$ cat src/rtl/neuron_update_scheduler.sv
// Time-multiplexes one membrane-update datapath across NUM_NEURONS neurons.
// Optional feature macro: REFRACTORY_EN (per-neuron refractory skip counters).
module neuron_update_scheduler #(
    parameter int                 NUM_NEURONS  = 8,
    parameter logic signed [15:0] V_REST       = -16'sd65,
    parameter logic signed [15:0] V_THRESH     = 16'sd30,
    parameter logic signed [15:0] V_RESET      = -16'sd65,
    parameter int                 FIFO_DEPTH   = 4,
    parameter int                 REFRAC_TICKS = 3,
    localparam int                IDX_W = (NUM_NEURONS > 1) ? $clog2(NUM_NEURONS) : 1
) (
    input  logic                    clock,
    input  logic                    reset,
    input  logic                    tick,
    output logic                    busy,
    output logic                    done,
    output logic [IDX_W-1:0]        cur_addr,
    input  logic signed [15:0]      cur_data,
    output logic                    dp_req,
    output logic signed [15:0]      dp_v,
    output logic signed [15:0]      dp_i,
    input  logic                    dp_ack,
    input  logic signed [15:0]      dp_v_next,
    output logic                    spk_valid,
    output logic [IDX_W-1:0]        spk_id,
    input  logic                    spk_ready,
    output logic                    spk_drop,
    output logic                    tick_overrun
);

    localparam int PTR_W = (FIFO_DEPTH > 1) ? $clog2(FIFO_DEPTH) : 1;
    localparam int PW    = PTR_W + 1;

    typedef enum logic [1:0] {
        S_IDLE,
        S_FETCH,
        S_REQ,
        S_COMMIT
    } state_t;

    state_t state_q, state_d;

    logic [IDX_W-1:0]   idx_q, idx_d;
    logic signed [15:0] v_q [NUM_NEURONS];
    logic signed [15:0] v_d [NUM_NEURONS];
    logic signed [15:0] dpv_q, dpv_d;
    logic signed [15:0] dpi_q, dpi_d;
    logic signed [15:0] vnext_q, vnext_d;
    logic               ovr_q, ovr_d;

`ifdef REFRACTORY_EN
    localparam int RC_W = (REFRAC_TICKS > 0) ? $clog2(REFRAC_TICKS + 1) : 1;
    logic [RC_W-1:0] rc_q [NUM_NEURONS];
    logic [RC_W-1:0] rc_d [NUM_NEURONS];
    logic            skip_q, skip_d;
`endif

    logic [IDX_W-1:0] fifo_q [FIFO_DEPTH];
    logic [IDX_W-1:0] fifo_d [FIFO_DEPTH];
    logic [PW-1:0]    wr_q, wr_d;
    logic [PW-1:0]    rd_q, rd_d;
    logic             drop_q, drop_d;

    logic last;
    logic spike;
    logic push;
    logic pop;
    logic full;
    logic empty;

    assign last = (idx_q == IDX_W'(NUM_NEURONS - 1));

    // FSM state register
    always_ff @(posedge clock or posedge reset) begin
        if (reset) begin
            state_q <= S_IDLE;
        end else begin
            state_q <= state_d;
        end
    end

    // Next state, per-neuron potential updates and handshake outputs
    always_comb begin
        state_d = state_q;
        idx_d   = idx_q;
        v_d     = v_q;
        dpv_d   = dpv_q;
        dpi_d   = dpi_q;
        vnext_d = vnext_q;
        ovr_d   = ovr_q;
        spike   = 1'b0;
        done    = 1'b0;
`ifdef REFRACTORY_EN
        rc_d    = rc_q;
        skip_d  = skip_q;
`endif
        // Any tick not seen in IDLE (including the done cycle) is dropped
        if (tick && (state_q != S_IDLE)) begin
            ovr_d = 1'b1;
        end
        unique case (state_q)
            S_IDLE: begin
                if (tick) begin
                    state_d = S_FETCH;
                    idx_d   = '0;
                end
            end
            S_FETCH: begin
                dpv_d   = v_q[idx_q];
                dpi_d   = cur_data;
                state_d = S_REQ;
`ifdef REFRACTORY_EN
                skip_d = 1'b0;
                if (rc_q[idx_q] != '0) begin
                    rc_d[idx_q] = rc_q[idx_q] - RC_W'(1);
                    skip_d      = 1'b1;
                    state_d     = S_COMMIT;
                end
`endif
            end
            S_REQ: begin
                if (dp_ack) begin
                    vnext_d = dp_v_next;
                    state_d = S_COMMIT;
                end
            end
            S_COMMIT: begin
`ifdef REFRACTORY_EN
                if (!skip_q) begin
                    spike = (vnext_q >= V_THRESH);
                    v_d[idx_q] = spike ? V_RESET : vnext_q;
                    if (spike) begin
                        rc_d[idx_q] = RC_W'(REFRAC_TICKS);
                    end
                end
`else
                spike = (vnext_q >= V_THRESH);
                v_d[idx_q] = spike ? V_RESET : vnext_q;
`endif
                if (last) begin
                    done    = 1'b1;
                    state_d = S_IDLE;
                end else begin
                    idx_d   = idx_q + IDX_W'(1);
                    state_d = S_FETCH;
                end
            end
            default: begin
                state_d = S_IDLE;
            end
        endcase
    end

    // Neuron store, datapath operand latches and sticky overrun flag
    always_ff @(posedge clock or posedge reset) begin
        if (reset) begin
            idx_q   <= '0;
            dpv_q   <= '0;
            dpi_q   <= '0;
            vnext_q <= '0;
            ovr_q   <= 1'b0;
            for (int i = 0; i < NUM_NEURONS; i++) begin
                v_q[i] <= V_REST;
            end
`ifdef REFRACTORY_EN
            skip_q <= 1'b0;
            for (int i = 0; i < NUM_NEURONS; i++) begin
                rc_q[i] <= '0;
            end
`endif
        end else begin
            idx_q   <= idx_d;
            dpv_q   <= dpv_d;
            dpi_q   <= dpi_d;
            vnext_q <= vnext_d;
            ovr_q   <= ovr_d;
            v_q     <= v_d;
`ifdef REFRACTORY_EN
            skip_q <= skip_d;
            rc_q   <= rc_d;
`endif
        end
    end

    assign empty = (wr_q == rd_q);
    assign full  = (wr_q[PTR_W] != rd_q[PTR_W]) &&
                   (wr_q[PTR_W-1:0] == rd_q[PTR_W-1:0]);
    assign push  = spike;
    assign pop   = !empty && spk_ready;

    // Spike FIFO: a pop frees the slot a same-cycle push needs when full
    always_comb begin
        fifo_d = fifo_q;
        wr_d   = wr_q;
        rd_d   = rd_q;
        drop_d = drop_q;
        if (pop) begin
            rd_d = rd_q + PW'(1);
        end
        if (push) begin
            if (!full || pop) begin
                fifo_d[wr_q[PTR_W-1:0]] = idx_q;
                wr_d = wr_q + PW'(1);
            end else begin
                drop_d = 1'b1;
            end
        end
    end

    // Spike FIFO storage and pointers
    always_ff @(posedge clock or posedge reset) begin
        if (reset) begin
            wr_q   <= '0;
            rd_q   <= '0;
            drop_q <= 1'b0;
            for (int i = 0; i < FIFO_DEPTH; i++) begin
                fifo_q[i] <= '0;
            end
        end else begin
            wr_q   <= wr_d;
            rd_q   <= rd_d;
            drop_q <= drop_d;
            fifo_q <= fifo_d;
        end
    end

    assign busy         = (state_q != S_IDLE) && !done;
    assign cur_addr     = idx_q;
    assign dp_req       = (state_q == S_REQ);
    assign dp_v         = dpv_q;
    assign dp_i         = dpi_q;
    assign spk_valid    = !empty;
    assign spk_id       = empty ? '0 : fifo_q[rd_q[PTR_W-1:0]];
    assign spk_drop     = drop_q;
    assign tick_overrun = ovr_q;

endmodule

$ cat config.mk
export PLATFORM = sky130hd
export DESIGN_NAME = neuron_update_scheduler
export DESIGN_NICKNAME = d
export VERILOG_FILES = /design/src/rtl/neuron_update_scheduler.sv
export SDC_FILE = /design/constraint.sdc
export NUM_CORES = 1
export LEC_CHECK = 0
export CAP_MARGIN = 5
export CORE_UTILIZATION = 55
export CTS_CLUSTER_DIAMETER = 100
export DETAILED_ROUTE_END_ITERATION = 6
export GPL_ROUTABILITY_DRIVEN = 0
export PLACE_DENSITY_LB_ADDON = 0.2
export SLEW_MARGIN = 10
export SYNTH_ARGS = -nofsm -noshare
export SYNTH_HDL_FRONTEND = slang
export SYNTH_SLANG_ARGS = --single-unit
$ cat constraint.sdc
create_clock -name clock -period 16 [get_ports clock]
set_input_delay 3.2 -clock clock [delete_from_list [all_inputs] [get_ports clock]]
set_output_delay 3.2 -clock clock [all_outputs]
set_load 0.01 [all_outputs]
# Word-level counts from Yosys, hierarchy flattened
# Cells that the tools add are included.
dict set report word_totals {
  input_bits 37
  ff_bits 201
}
dict set report classes {
  reduce_logical 18
  magnitude_cmp 6
  add_sub_neg 3
  n_eq_ne 10
  muxes 24
  bitwise_logic 4
}
# operator count
set ops {}
lappend ops {{bitwise mux 128 bit} 1}
lappend ops {{2-to-1 mux 16 bit} 4}
lappend ops {{binary-select mux 16 bit (select 3 bit)} 1}
lappend ops {{demux 16 bit (select 3 bit)} 1}
lappend ops {{2-to-1 mux 3 bit} 6}
lappend ops {{>= comparator 16 x 6 -> 1 bit, second input constant} 1}
lappend ops {{bitwise mux 12 bit} 1}
lappend ops {{adder 3 x 1 -> 3 bit, second input constant} 3}
lappend ops {{one-hot mux 2 bit (4 select lines)} 1}
lappend ops {{AND reduction 2 bit} 4}
lappend ops {{binary-select mux 3 bit (select 2 bit)} 1}
lappend ops {{demux 3 bit (select 2 bit)} 1}
lappend ops {{>= comparator 3 bit, second input constant} 2}
lappend ops {{logical AND 1 bit} 6}
lappend ops {{NOT 2 -> 3 bit} 2}
lappend ops {{one-hot mux 3 bit (2 select lines)} 1}
lappend ops {{equality test 2 bit, second input constant} 2}
lappend ops {{>= comparator 4 bit, second input constant} 1}
lappend ops {{< comparator 4 x 1 -> 1 bit, second input constant} 1}
lappend ops {{2-to-1 mux 1 bit} 4}
lappend ops {{2-to-1 mux 2 bit} 2}
lappend ops {{!= test 2 bit, second input constant} 2}
lappend ops {{NOT 3 -> 4 bit} 1}
lappend ops {{nonzero test 2 bit} 2}
lappend ops {{12 further kinds} 14}

# Logic depth before layout (Yosys ltp)
dict set report logic_depth {
  ltp_word 6
  mapped_depth 7
  depth_no_buf 6
}

# Least setup slack after synthesis
# No wires, ideal clock.
dict set report synth_timing {
  path_type {reg2out}
  start {register state_q[0]}
  end {output busy}
  path_stages_with_launch 5
  t_arrival_ns 1.241
  required_ns 12.800
  n_path_buf 1
  path_slack_ns 11.559
  cell_sequence {dfrtp_1 > ha_1 > clkbuf_1 > and2_1 > nor2_1}
}
dict set report synth_via {
  elab_chain_cells 4
}
# item line
set synth_rtl {}
lappend synth_rtl {{start, declared} 41} ;# state_t state_q, state_d;
lappend synth_rtl {{start signal, assigned} 78} ;# state_q <= state_d;
lappend synth_rtl {{equality test 2 bit} 101} ;# unique case (state_q)
lappend synth_rtl {{2-to-1 mux 1 bit} 101}
lappend synth_rtl {{named net done} 16} ;# output logic done,
lappend synth_rtl {{zero test 1 bit} 227} ;# assign busy = (state_q != S_IDLE) && !done;
lappend synth_rtl {{logical AND 1 bit} 227}
lappend synth_rtl {{end, declared} 15} ;# output logic busy,
# The timed path passes the listed nets, and every way through them passes these cells.

# Worst setup path after layout
dict set report layout_timing {
  start {register state_q[0]}
  end {output busy}
}
dict set report layout_via {
  elab_chain_cells 4
}
# item line
set layout_rtl {}
lappend layout_rtl {{equality test 2 bit} 101}
lappend layout_rtl {{2-to-1 mux 1 bit} 101}
lappend layout_rtl {{zero test 1 bit} 227}
lappend layout_rtl {{logical AND 1 bit *} 227}
# Mark *: on every way between the ends. The rest lies on a longest branch, timed or not.

==> impl_metrics.yaml <==
final_layout:
  drive_gt1_share_pct: 32.8
  antennaDiodeCount: 0
  final_net_count: 844
  stdcell_area_um2: 10600
  layout_common_cells: "dfstp_2 (120), nor2_1 (85), dfrtp_1 (80), clkdlybuf4s50_1 (80), a21oi_1 (75)"
  final_core_util_pct: 66.5
  regArea_um2: 5180
  n_fill_cell: 1219
  final_common_cell: "dfstp_2"
  syn2layout_area_growth_pct: 18.4
  multi_input_area_um2: 3500
cts:
  htreeDepth: 1
  post_cts_resized: 0
  clk_pin_slew_ns: 0.06
  post-cts-setup-buffers: 0
  tritoncts: "yes"
  cts_sinks: 201
  insertion_delay_ns: 0.50
  cts-root-buf: "clkbuf_16"
  clock_path_buffers: 3
  postCtsHoldBufs: 0
  cts_made_buffers: 21
logic_synthesis:
  ys_types: 39
  synth_nets: 777
  synth_edf_count: 0
  syn_inst: 729
  async_reset_ff_share_pct: 100
  synth_top_family_by_area: "multiplexers"
  netlist_area_um2: 8920
  yosys_warnings: 0
  synth_simple_gate_area_share_pct: 10.4
  muxShareOfSynthArea_pct: 17.2
  synth_xor_area_share_pct: 0.687
  ys_ff_latch: 201
  synthAdderAreaFrac_pct: 1.54
  synth_seq_area_share_pct: 58.1
  synth.avg_cell_area_um2: 12.2
  synth-compound-area-share_pct: 9.27
  ys.flop_type: "dfstp_2"
die:
  die_h_um: 129
  io_pins: 81
  die_area_um2: 16700
  die_w_um: 129
  start_util_pct: 56.2
  row_count: 46
  coreArea_um2: 15900
setup_path:
  crit_chain: "ha_1 -> and2_1 -> nor2_1 -> clkdlybuf4s50_1"
  start_kind: "flop"
  cp-end-kind: "primary output"
  critical_path_class: "flop to primary output"
  crit_required_ns: 12.80
  worstPathArrival_ns: 2.28
  slowest_stage: "clkdlybuf4s50_1"
  timing.rr.start: "state_q[0]$_DFFE_PP0P_"
  crit_family: "buffers and inverters"
  max_stage_delay_ns: 0.56
  r2r_cells: 6
  critPathBufInv: 1
  reg2reg_slack_ns: 13.40
  r2r_end: "v_q[70]$_DFFE_PP0P_"
  crit_fanout: 18
timing:
  rsz0062_at_grt: "no"
  skew_ns: 0.0150
  slew_violations: 0
  fmaxAchievable_ghz: 0.182
  worst_hold_slack_ns: 0.469
  tightest_slew_ns: 1.11
  slew_headroom_pct: 26.2
  finalCriticalPeriod_ns: 5.48
  hold_viol_final: 0
  setup_tns_ns: 0
  period_share_pct: 34.2
  setup_violations: 0
grt:
  grt_max_degree: 116
  antenna_found_initial: 0
  grt_pass1_vias: 5905
  track_usage_pct: 23.7
  grt_pass1_wl_mm: 30.4
  grt_overflow: 0
power:
  power_density_nw_per_um2: 210
  finalPower_mw: 2.22
  vdd_drop_max_mv: 0.121
  leakage_nw: 4.18
detailed_routing:
  drt_pass1_iterations: 4
  wirelength_mm: 18.5
  avgRoutedWirePerCell_um: 18.0
  via_count: 5784
  viasPerCell: 5.63
  first_iter_violations: 373
  remaining_drc_errors: 0
  ant_nets: 0
place:
  numPortBuffers: 80
  post_dp_cell_area_um2: 9880
  dp_hpwl_mm: 11.7
run:
  cap_violations: 0
hold_path:
  hold_path_startpoint: "v_q[25]$_DFFE_PP1P_"
  holdPathEnd: "v_q[25]$_DFFE_PP1P_"
  hold_path_depth: 2
  hp-class: "flop to flop"
run_status:
  outcome: "finished, final reports clean"
[how the worst max path moves through the flow]
stage / start / to / slack, ns / depth (start not counted)
2_1_floorplan: reset / cur_addr[0]$_DFFE_PP0P_ / 7.52 / 1
3_3_place_gp: reset / dp_i[0]$_DFFE_PP0N_ / 10.54 / 3
3_5_place_dp: reset / dp_i[3]$_DFFE_PP0N_ / 10.43 / 3
4_1_cts: state_q[0]$_DFFE_PP0P_ / busy / 10.50 / 4
5_1_grt: state_q[0]$_DFFE_PP0P_ / busy / 10.37 / 4
6_report: state_q[0]$_DFFE_PP0P_ / busy / 10.52 / 4
[cell usage after synthesis, types with 4 or more instances]
library cell | number | share of area [%]
nand3_1 | 4 | 0.22
a21oi_1 | 75 | 4.2
a22o_1 | 5 | 0.49
buf_2 | 12 | 0.67
o21ai_1 | 4 | 0.22
mux4_2 | 32 | 8.1
dfrtp_1 | 81 | 23
ha_1 | 11 | 1.5
clkbuf_1 | 30 | 1.3
and2_1 | 5 | 0.35
mux2i_1 | 16 | 1.8
nor2_4 | 9 | 1.1
nor2_1 | 85 | 3.6
o21ai_0 | 68 | 3.8
xnor2_1 | 5 | 0.49
mux2_2 | 38 | 4.8
dfstp_2 | 120 | 35
nand2_1 | 73 | 3.1
inv_1 | 8 | 0.34
mux2_4 | 10 | 1.7
[cell type report]
class / count / area share [%]
clock buffers: 32 / 5.93
inverters: 8 / 0.332
repair buffers: 92 / 8.43
well taps: 216 / 2.56
flip-flops and latches: 201 / 49.0
clock inverters: 6 / 0.557
multi-input cells: 472 / 33.2
[power breakdown]
part	internal [mW]	switching, mW	total, mW	leakage, nW
sequential	0.793	0.129	0.922	2.22
clock	0.286	0.192	0.478	0.342
combinational	0.405	0.412	0.817	1.61
[cell families after synthesis]
family          after synthesis
flops                       201
simple gates                197
xor+xnor                      7
buf+inv                      56
compound gates              158
fa+ha+maj                    11
mux                          99
[worst min-delay path, cell delays in order, from the launching register on]
cell,delay [ns]
dfstp_2,0.37
nand2_1,0.04
o21ai_1,0.06
[flip-flops by register name (all words and copies together) (netlist names)]
name          cells
cur_addr          3
dp_i             16
dp_v             16
fifo_q           12
rd_q              3
spk_drop          1
state_q           2
tick_overrun      1
v_q             128
vnext_q          16
wr_q              3
[per-layer routing]
layer | up-vias | part of all wire (%) | routed length, µm | global-route usage [%]
li1 | 2685 | - | - | -
met1 | 2921 | 44 | 8230 | 32.9
met2 | 156 | 49 | 9110 | 39.7
met3 | 22 | 4.7 | 864 | 2.73
met4 | 0 | 1.7 | 316 | 7.13
met5 | - | 0 | 0 | 0
[per-stage QoR]
stage	instances	worst slack (ns)
floorplan	729	7.52
global placement	989	10.54
detailed placement	989	10.43
CTS	1027	10.50
global route	1027	10.37
finish	1027	10.52
Power figures use the tool's default switching activity.
